<file path="src/rtl/sram_rtlc_initiator.sv">
// Valid/ready initiator for a single-port synchronous SRAM with a credit-sized, in-order read response FIFO.
// Optional write acknowledgements are enabled by defining SRAM_RTLC_WRACK_EN.
module sram_rtlc_initiator #(
    parameter int WORD_SIZE  = 256,
    parameter int NUM_WORDS  = 128,
    parameter int WRITE_SIZE = 8,
    parameter int READ_LAT   = 2,
    parameter int RSP_DEPTH  = 4,
    parameter int ID_W       = 4,
    localparam int ADDR_W    = $clog2(NUM_WORDS),
    localparam int WM_W      = WORD_SIZE / WRITE_SIZE
) (
    input  logic                 clk,
    input  logic                 rst,
    input  logic                 IN_req_valid,
    output logic                 OUT_req_ready,
    input  logic                 IN_req_we,
    input  logic [ADDR_W-1:0]    IN_req_addr,
    input  logic [WORD_SIZE-1:0] IN_req_data,
    input  logic [WM_W-1:0]      IN_req_wm,
    input  logic [ID_W-1:0]      IN_req_id,
    output logic                 OUT_sram_nce,
    output logic                 OUT_sram_nwe,
    output logic [ADDR_W-1:0]    OUT_sram_addr,
    output logic [WORD_SIZE-1:0] OUT_sram_data,
    output logic [WM_W-1:0]      OUT_sram_wm,
    input  logic [WORD_SIZE-1:0] IN_sram_data,
    output logic                 OUT_rsp_valid,
    input  logic                 IN_rsp_ready,
    output logic [WORD_SIZE-1:0] OUT_rsp_data,
    output logic [ID_W-1:0]      OUT_rsp_id,
    output logic                 OUT_rsp_we
);
    localparam int CNT_W = $clog2(RSP_DEPTH + 1);
    localparam int PTR_W = (RSP_DEPTH > 1) ? $clog2(RSP_DEPTH) : 1;

    logic                 accept;
    logic                 credit_take;
    logic                 pop;
    logic                 push;
    logic [WORD_SIZE-1:0] push_data;
    logic [CNT_W-1:0]     used;

    // Handshakes: a transfer happens on a rising edge where valid && ready are both high.
    // Ready depends only on registered credit state and rst, never on IN_req_*.
    assign OUT_req_ready = !rst && (used < CNT_W'(RSP_DEPTH));
    assign accept        = IN_req_valid && OUT_req_ready;
    assign pop           = OUT_rsp_valid && IN_rsp_ready;
`ifdef SRAM_RTLC_WRACK_EN
    assign credit_take   = accept;
`else
    assign credit_take   = accept && !IN_req_we;
`endif

    // Credits cover in-flight reads plus FIFO occupancy, so a push always finds space.
    always_ff @(posedge clk) begin
        if (rst) begin
            used <= '0;
        end else if (credit_take && !pop) begin
            used <= used + CNT_W'(1);
        end else if (!credit_take && pop) begin
            used <= used - CNT_W'(1);
        end
    end

    always_ff @(posedge clk) begin
        if (rst) begin
            OUT_sram_nce  <= 1'b1;
            OUT_sram_nwe  <= 1'b1;
            OUT_sram_addr <= '0;
            OUT_sram_data <= '0;
            OUT_sram_wm   <= '0;
        end else begin
            OUT_sram_nce <= !accept;
            OUT_sram_nwe <= !(accept && IN_req_we);
            if (accept) begin
                OUT_sram_addr <= IN_req_addr;
            end
            if (accept && IN_req_we) begin
                OUT_sram_data <= IN_req_data;
                OUT_sram_wm   <= IN_req_wm;
            end
        end
    end

    // Stage 0 lines up with the pin cycle; the last stage lines up with valid SRAM read data.
    logic [READ_LAT:0] pipe_valid;
    logic [ID_W-1:0]   pipe_id [READ_LAT+1];
`ifdef SRAM_RTLC_WRACK_EN
    logic [READ_LAT:0] pipe_we;
`endif

    always_ff @(posedge clk) begin
        if (rst) begin
            pipe_valid <= '0;
        end else begin
            pipe_valid <= {pipe_valid[READ_LAT-1:0], credit_take};
        end
    end

    always_ff @(posedge clk) begin
        pipe_id[0] <= IN_req_id;
        for (int i = 1; i <= READ_LAT; i++) begin
            pipe_id[i] <= pipe_id[i-1];
        end
`ifdef SRAM_RTLC_WRACK_EN
        pipe_we <= {pipe_we[READ_LAT-1:0], IN_req_we};
`endif
    end

    assign push = pipe_valid[READ_LAT];
`ifdef SRAM_RTLC_WRACK_EN
    assign push_data = pipe_we[READ_LAT] ? '0 : IN_sram_data;
`else
    assign push_data = IN_sram_data;
`endif

    logic [WORD_SIZE-1:0] mem_data [RSP_DEPTH];
    logic [ID_W-1:0]      mem_id   [RSP_DEPTH];
`ifdef SRAM_RTLC_WRACK_EN
    logic                 mem_we   [RSP_DEPTH];
`endif
    logic [PTR_W-1:0]     wr_ptr;
    logic [PTR_W-1:0]     rd_ptr;
    logic [CNT_W-1:0]     count;

    function automatic logic [PTR_W-1:0] ptr_next(input logic [PTR_W-1:0] p);
        return (p == PTR_W'(RSP_DEPTH - 1)) ? '0 : p + PTR_W'(1);
    endfunction

    always_ff @(posedge clk) begin
        if (rst) begin
            wr_ptr <= '0;
            rd_ptr <= '0;
            count  <= '0;
        end else begin
            if (push) begin
                wr_ptr <= ptr_next(wr_ptr);
            end
            if (pop) begin
                rd_ptr <= ptr_next(rd_ptr);
            end
            if (push && !pop) begin
                count <= count + CNT_W'(1);
            end else if (!push && pop) begin
                count <= count - CNT_W'(1);
            end
        end
    end

    always_ff @(posedge clk) begin
        if (push) begin
            mem_data[wr_ptr] <= push_data;
            mem_id[wr_ptr]   <= pipe_id[READ_LAT];
`ifdef SRAM_RTLC_WRACK_EN
            mem_we[wr_ptr]   <= pipe_we[READ_LAT];
`endif
        end
    end

    assign OUT_rsp_valid = (count != '0);
    assign OUT_rsp_data  = mem_data[rd_ptr];
    assign OUT_rsp_id    = mem_id[rd_ptr];
`ifdef SRAM_RTLC_WRACK_EN
    assign OUT_rsp_we    = mem_we[rd_ptr];
`else
    assign OUT_rsp_we    = 1'b0;
`endif

endmodule

</file>
<file path="config.mk">
export PLATFORM = sky130hd
export DESIGN_NAME = sram_rtlc_initiator
export DESIGN_NICKNAME = d
export VERILOG_FILES = /design/src/rtl/sram_rtlc_initiator.sv
export SDC_FILE = /design/constraint.sdc
export NUM_CORES = 1
export LEC_CHECK = 0
export BUFFER_PORTS_ARGS = -buffer_cell sky130_fd_sc_hd__buf_2
export CAP_MARGIN = 20
export CORE_AREA = 2 2 431 433
export CTS_CLUSTER_DIAMETER = 60
export DETAILED_ROUTE_END_ITERATION = 8
export DIE_AREA = 0 0 433 435
export GPL_ROUTABILITY_DRIVEN = 0
export REMOVE_ABC_BUFFERS = 1
export SKIP_LAST_GASP = 1
export SYNTH_ARGS = -nofsm -noshare
export SYNTH_HDL_FRONTEND = slang
export SYNTH_SLANG_ARGS = --single-unit
</file>
<file path="constraint.sdc">
create_clock -name clk -period 8 [get_ports clk]
set_input_delay 0.8 -clock clk [delete_from_list [all_inputs] [get_ports clk]]
set_output_delay 0.8 -clock clk [all_outputs]
set_load 0.01 [all_outputs]
</file>
==> run_results.csv <==
group,metric,value,unit
run_status,outcome,"finished, final reports clean",
clock_network,cts_setup_buffers,0,
global_routing,grt_pass1_wl,210400,um
timing,fin_worst_skew,0.04511,ns
route,routed_wl,149500,um
critical_path,worstPathCellList,"buf_12, mux4_2, buf_2",
synth,synth_seq_cells,1364,
clock_network,worstSkewPairLatency,0.79,ns
clock_network,clock-sinks,1364,
pwr,vdd_drop_max,0.1626,mV
timing,slew_viol_final,0,
floorplanning,io_pins,1120,
synth,seq_area_frac_synth,0.7753,
timing,slew_headroom,0.1975,
timing,max_freq,241.8,MHz
clock_network,cts_buffers,151,
timing,finalCritPeriodShare,0.5169,
timing,hold_ws,0.1225,ns
clock_network,root_buffer,"clkbuf_16",
timing,worst_pin_slew,1.204,ns
critical_path,critPathSlowestCell,"dfxtp_4",
critical_path,worst-endpoint-required,7.20,ns
route,vias_per_cell,4.409,
critical_path,path_class,"flip-flop to primary output",
global_routing,grt_use_total,0.1539,
place,portBuffers,1118,
route,wl_per_cell,22.99,um
global_routing,grt_max_degree,184,
cells_and_area,num-nets-final,4428,
place,dp_slack,4.192,ns
pwr,power,17.74,mW
critical_path,arrival,3.34,ns
critical_path,reg2reg_from,"used[2]",
floorplanning,die_h,435,um
timing,finalSetupViolCount,0,
cells_and_area,drive_above_1_share,0.4150,
global_routing,grt_pass1_vias,29130,
route,drt-initial-drc-count,1884,
critical_path,cp-end-kind,"primary output",
critical_path,crit_path_max_incr_delay,0.92,ns
clock_network,cts_buffer_depth,3,
synth,ys_types,29,
worst_hold_path,holdCritStartpoint,"IN_req_id[0]",
timing,setup_ws,3.865,ns
route,first_pass_iters,6,
place,dp_cells,6182,
clock_network,h-tree-depth,4,
global_routing,grt_overflow_total,0,
pwr,p_per_area,286.1,nW/um^2
route,drc,0,
cells_and_area,final_cells,6504,
route,ant_nets,0,
timing,fin_crit,4.135,ns
critical_path,r2r_cells,6,
critical_path,r2r_slack,5.13,ns
clock_network,cts_tree,"yes",
critical_path,crit_end,"OUT_rsp_data[118]",
clock_network,clk_pin_slew,0.06,ns
critical_path,critPathMaxFanout,88,
flow_run,cap_violations,0,
floorplanning,dieWidth,433,um
worst_hold_path,hp-class,"primary input to flip-flop",
critical_path,cp-start-kind,"flip-flop",
timing,hold_violations,0,
synth,synth_warnings,0,
floorplanning,rows,158,
floorplanning,start_util,0.2643,
synth,syn_area,48650,sq um
floorplanning,die_area,188400,sq um
pwr,p_leak,21.86,nW
cells_and_area,area_growth,27.48,%
cells_and_area,layout_commonest_cell,"buf_2",
synth,synth_cells,2721,
place,dpl.hpwl,103800,um
critical_path,r2r-end,"OUT_sram_data[125]",
floorplanning,coreArea,184000,sq um
cells_and_area,most-common-layout-cells,"buf_2, edfxtp_1, nand2_1, dfxtp_1, a21oi_1",
timing,grt_setup_unrepaired,"false",
synth,syn_avg_cell_area,17.88,sq um
cells_and_area,fin_util,0.3370,
global_routing,grt_antenna_before_repair,88,
route,via_count,28670,
report_power, final:
group | internal, mW | switching [mW] | total (mW) | leakage, nW
Clock | 4.04 | 2.97 | 7.01 | 2.48
Combinational | 1.30 | 1.54 | 2.83 | 7.38
Sequential | 7.76 | 0.148 | 7.90 | 12.0
Total | 13.1 | 4.65 | 17.7 | 21.9
sequential cells by signal, summed over array words and instances, names as in the netlist, named ones only:
| name | cells |
|---|---|
| wr_ptr | 2 |
| OUT_sram_addr | 7 |
| mem_data | 1024 |
| pipe_id | 12 |
| OUT_sram_nce | 1 |
| pipe_valid | 3 |
| OUT_sram_data | 256 |
| OUT_sram_nwe | 1 |
| count | 3 |
| OUT_sram_wm | 32 |
| rd_ptr | 2 |
| mem_id | 16 |
| used | 3 |
repair_timing:
action                                 in CTS  in global routing
hold buffers                                3                  0
endpoints found under the hold margin       3                  0
resized for setup                           0                  0
cell type report:
type	instances	area, sq um
clock buffers	186	4020
inverters	5	26.28
clock inverters	94	1059
well taps	2480	3103
repair buffers	1143	5988
flip-flops and latches	1364	37720
diodes	38	95.09
fillers	17870	122000
multi-input cells	1194	10000
routing by layer:
metal  GRT usage  share of wire  wire, um  vias to the layer above
li1            -              -         -                    12730
met1      0.1551           0.34     50590                    14380
met2      0.2771           0.53     78800                     1103
met3     0.05446          0.080     12010                      380
met4     0.07878          0.051      7611                       76
met5           0         0.0036       534                        -
critical path, delay by kind of cell, from the launching register on:
| kind | cells | cell delay, ns |
|---|---|---|
| flops | 1 | 0.92 |
| mux | 1 | 0.61 |
| buf+inv | 2 | 0.74 |
worst min-delay path by stage:
| stage | to | slack, ns | depth (start not counted) |
|---|---|---|---|
| 3_3_place_gp | pipe_id[0][11] | 0.31 | 0 |
| 3_5_place_dp | pipe_id[0][11] | 0.31 | 0 |
| 2_1_floorplan | pipe_id[0][10] | 0.31 | 0 |
| 5_1_grt | pipe_id[0][0] | 0.04 | 1 |
| 6_report | pipe_id[0][0] | 0.12 | 1 |
| 4_1_cts | pipe_id[0][0] | 0.01 | 1 |
Yosys cell counts (all sizes together):
master  instances  share of area
or3             4        0.00051
mux2i           5         0.0010
o21ai           2        0.00021
fa              2        0.00082
nand3           7        0.00072
clkbuf         44         0.0034
nor2b           2        0.00026
ha              7         0.0018
buf           114          0.016
inv             5        0.00049
and2            4        0.00051
a21oi         291          0.031
o31ai           1        0.00015
dfxtp         324           0.13
nand3b          7         0.0011
conb            1       0.000077
edfxtp       1040           0.64
nor2           11        0.00085
and4bb          1        0.00026
nand2         584          0.045
xor2            4        0.00072
or3b            1        0.00018
mux4          260           0.12
cells by family (layout without fill, tap and decap cells):
group / count (synthesis) / after routing / share of synthesized area
other: 1 / 39 / 0.00007708
xor gates and xnor gates: 4 / 4 / 0.0007201
buffers and inverters: 163 / 1428 / 0.01939
muxes: 265 / 265 / 0.1214
DFF: 1364 / 1364 / 0.7753
and+or+nand+nor: 621 / 621 / 0.04943
AOI/OAI and AO/OA: 294 / 294 / 0.03107
adders and majority gates: 9 / 9 / 0.002623
stage by stage:
step | setup TNS, ns | instance area, sq um
3_5_place_dp | 0 | 56790
2_1_floorplan | -1367.70 | 47730
6_report | 0 | 62020
5_1_grt | 0 | 61970
4_1_cts | 0 | 61900
3_3_place_gp | 0 | 56790
No activity file was read; power rests on OpenSTA's default activity.
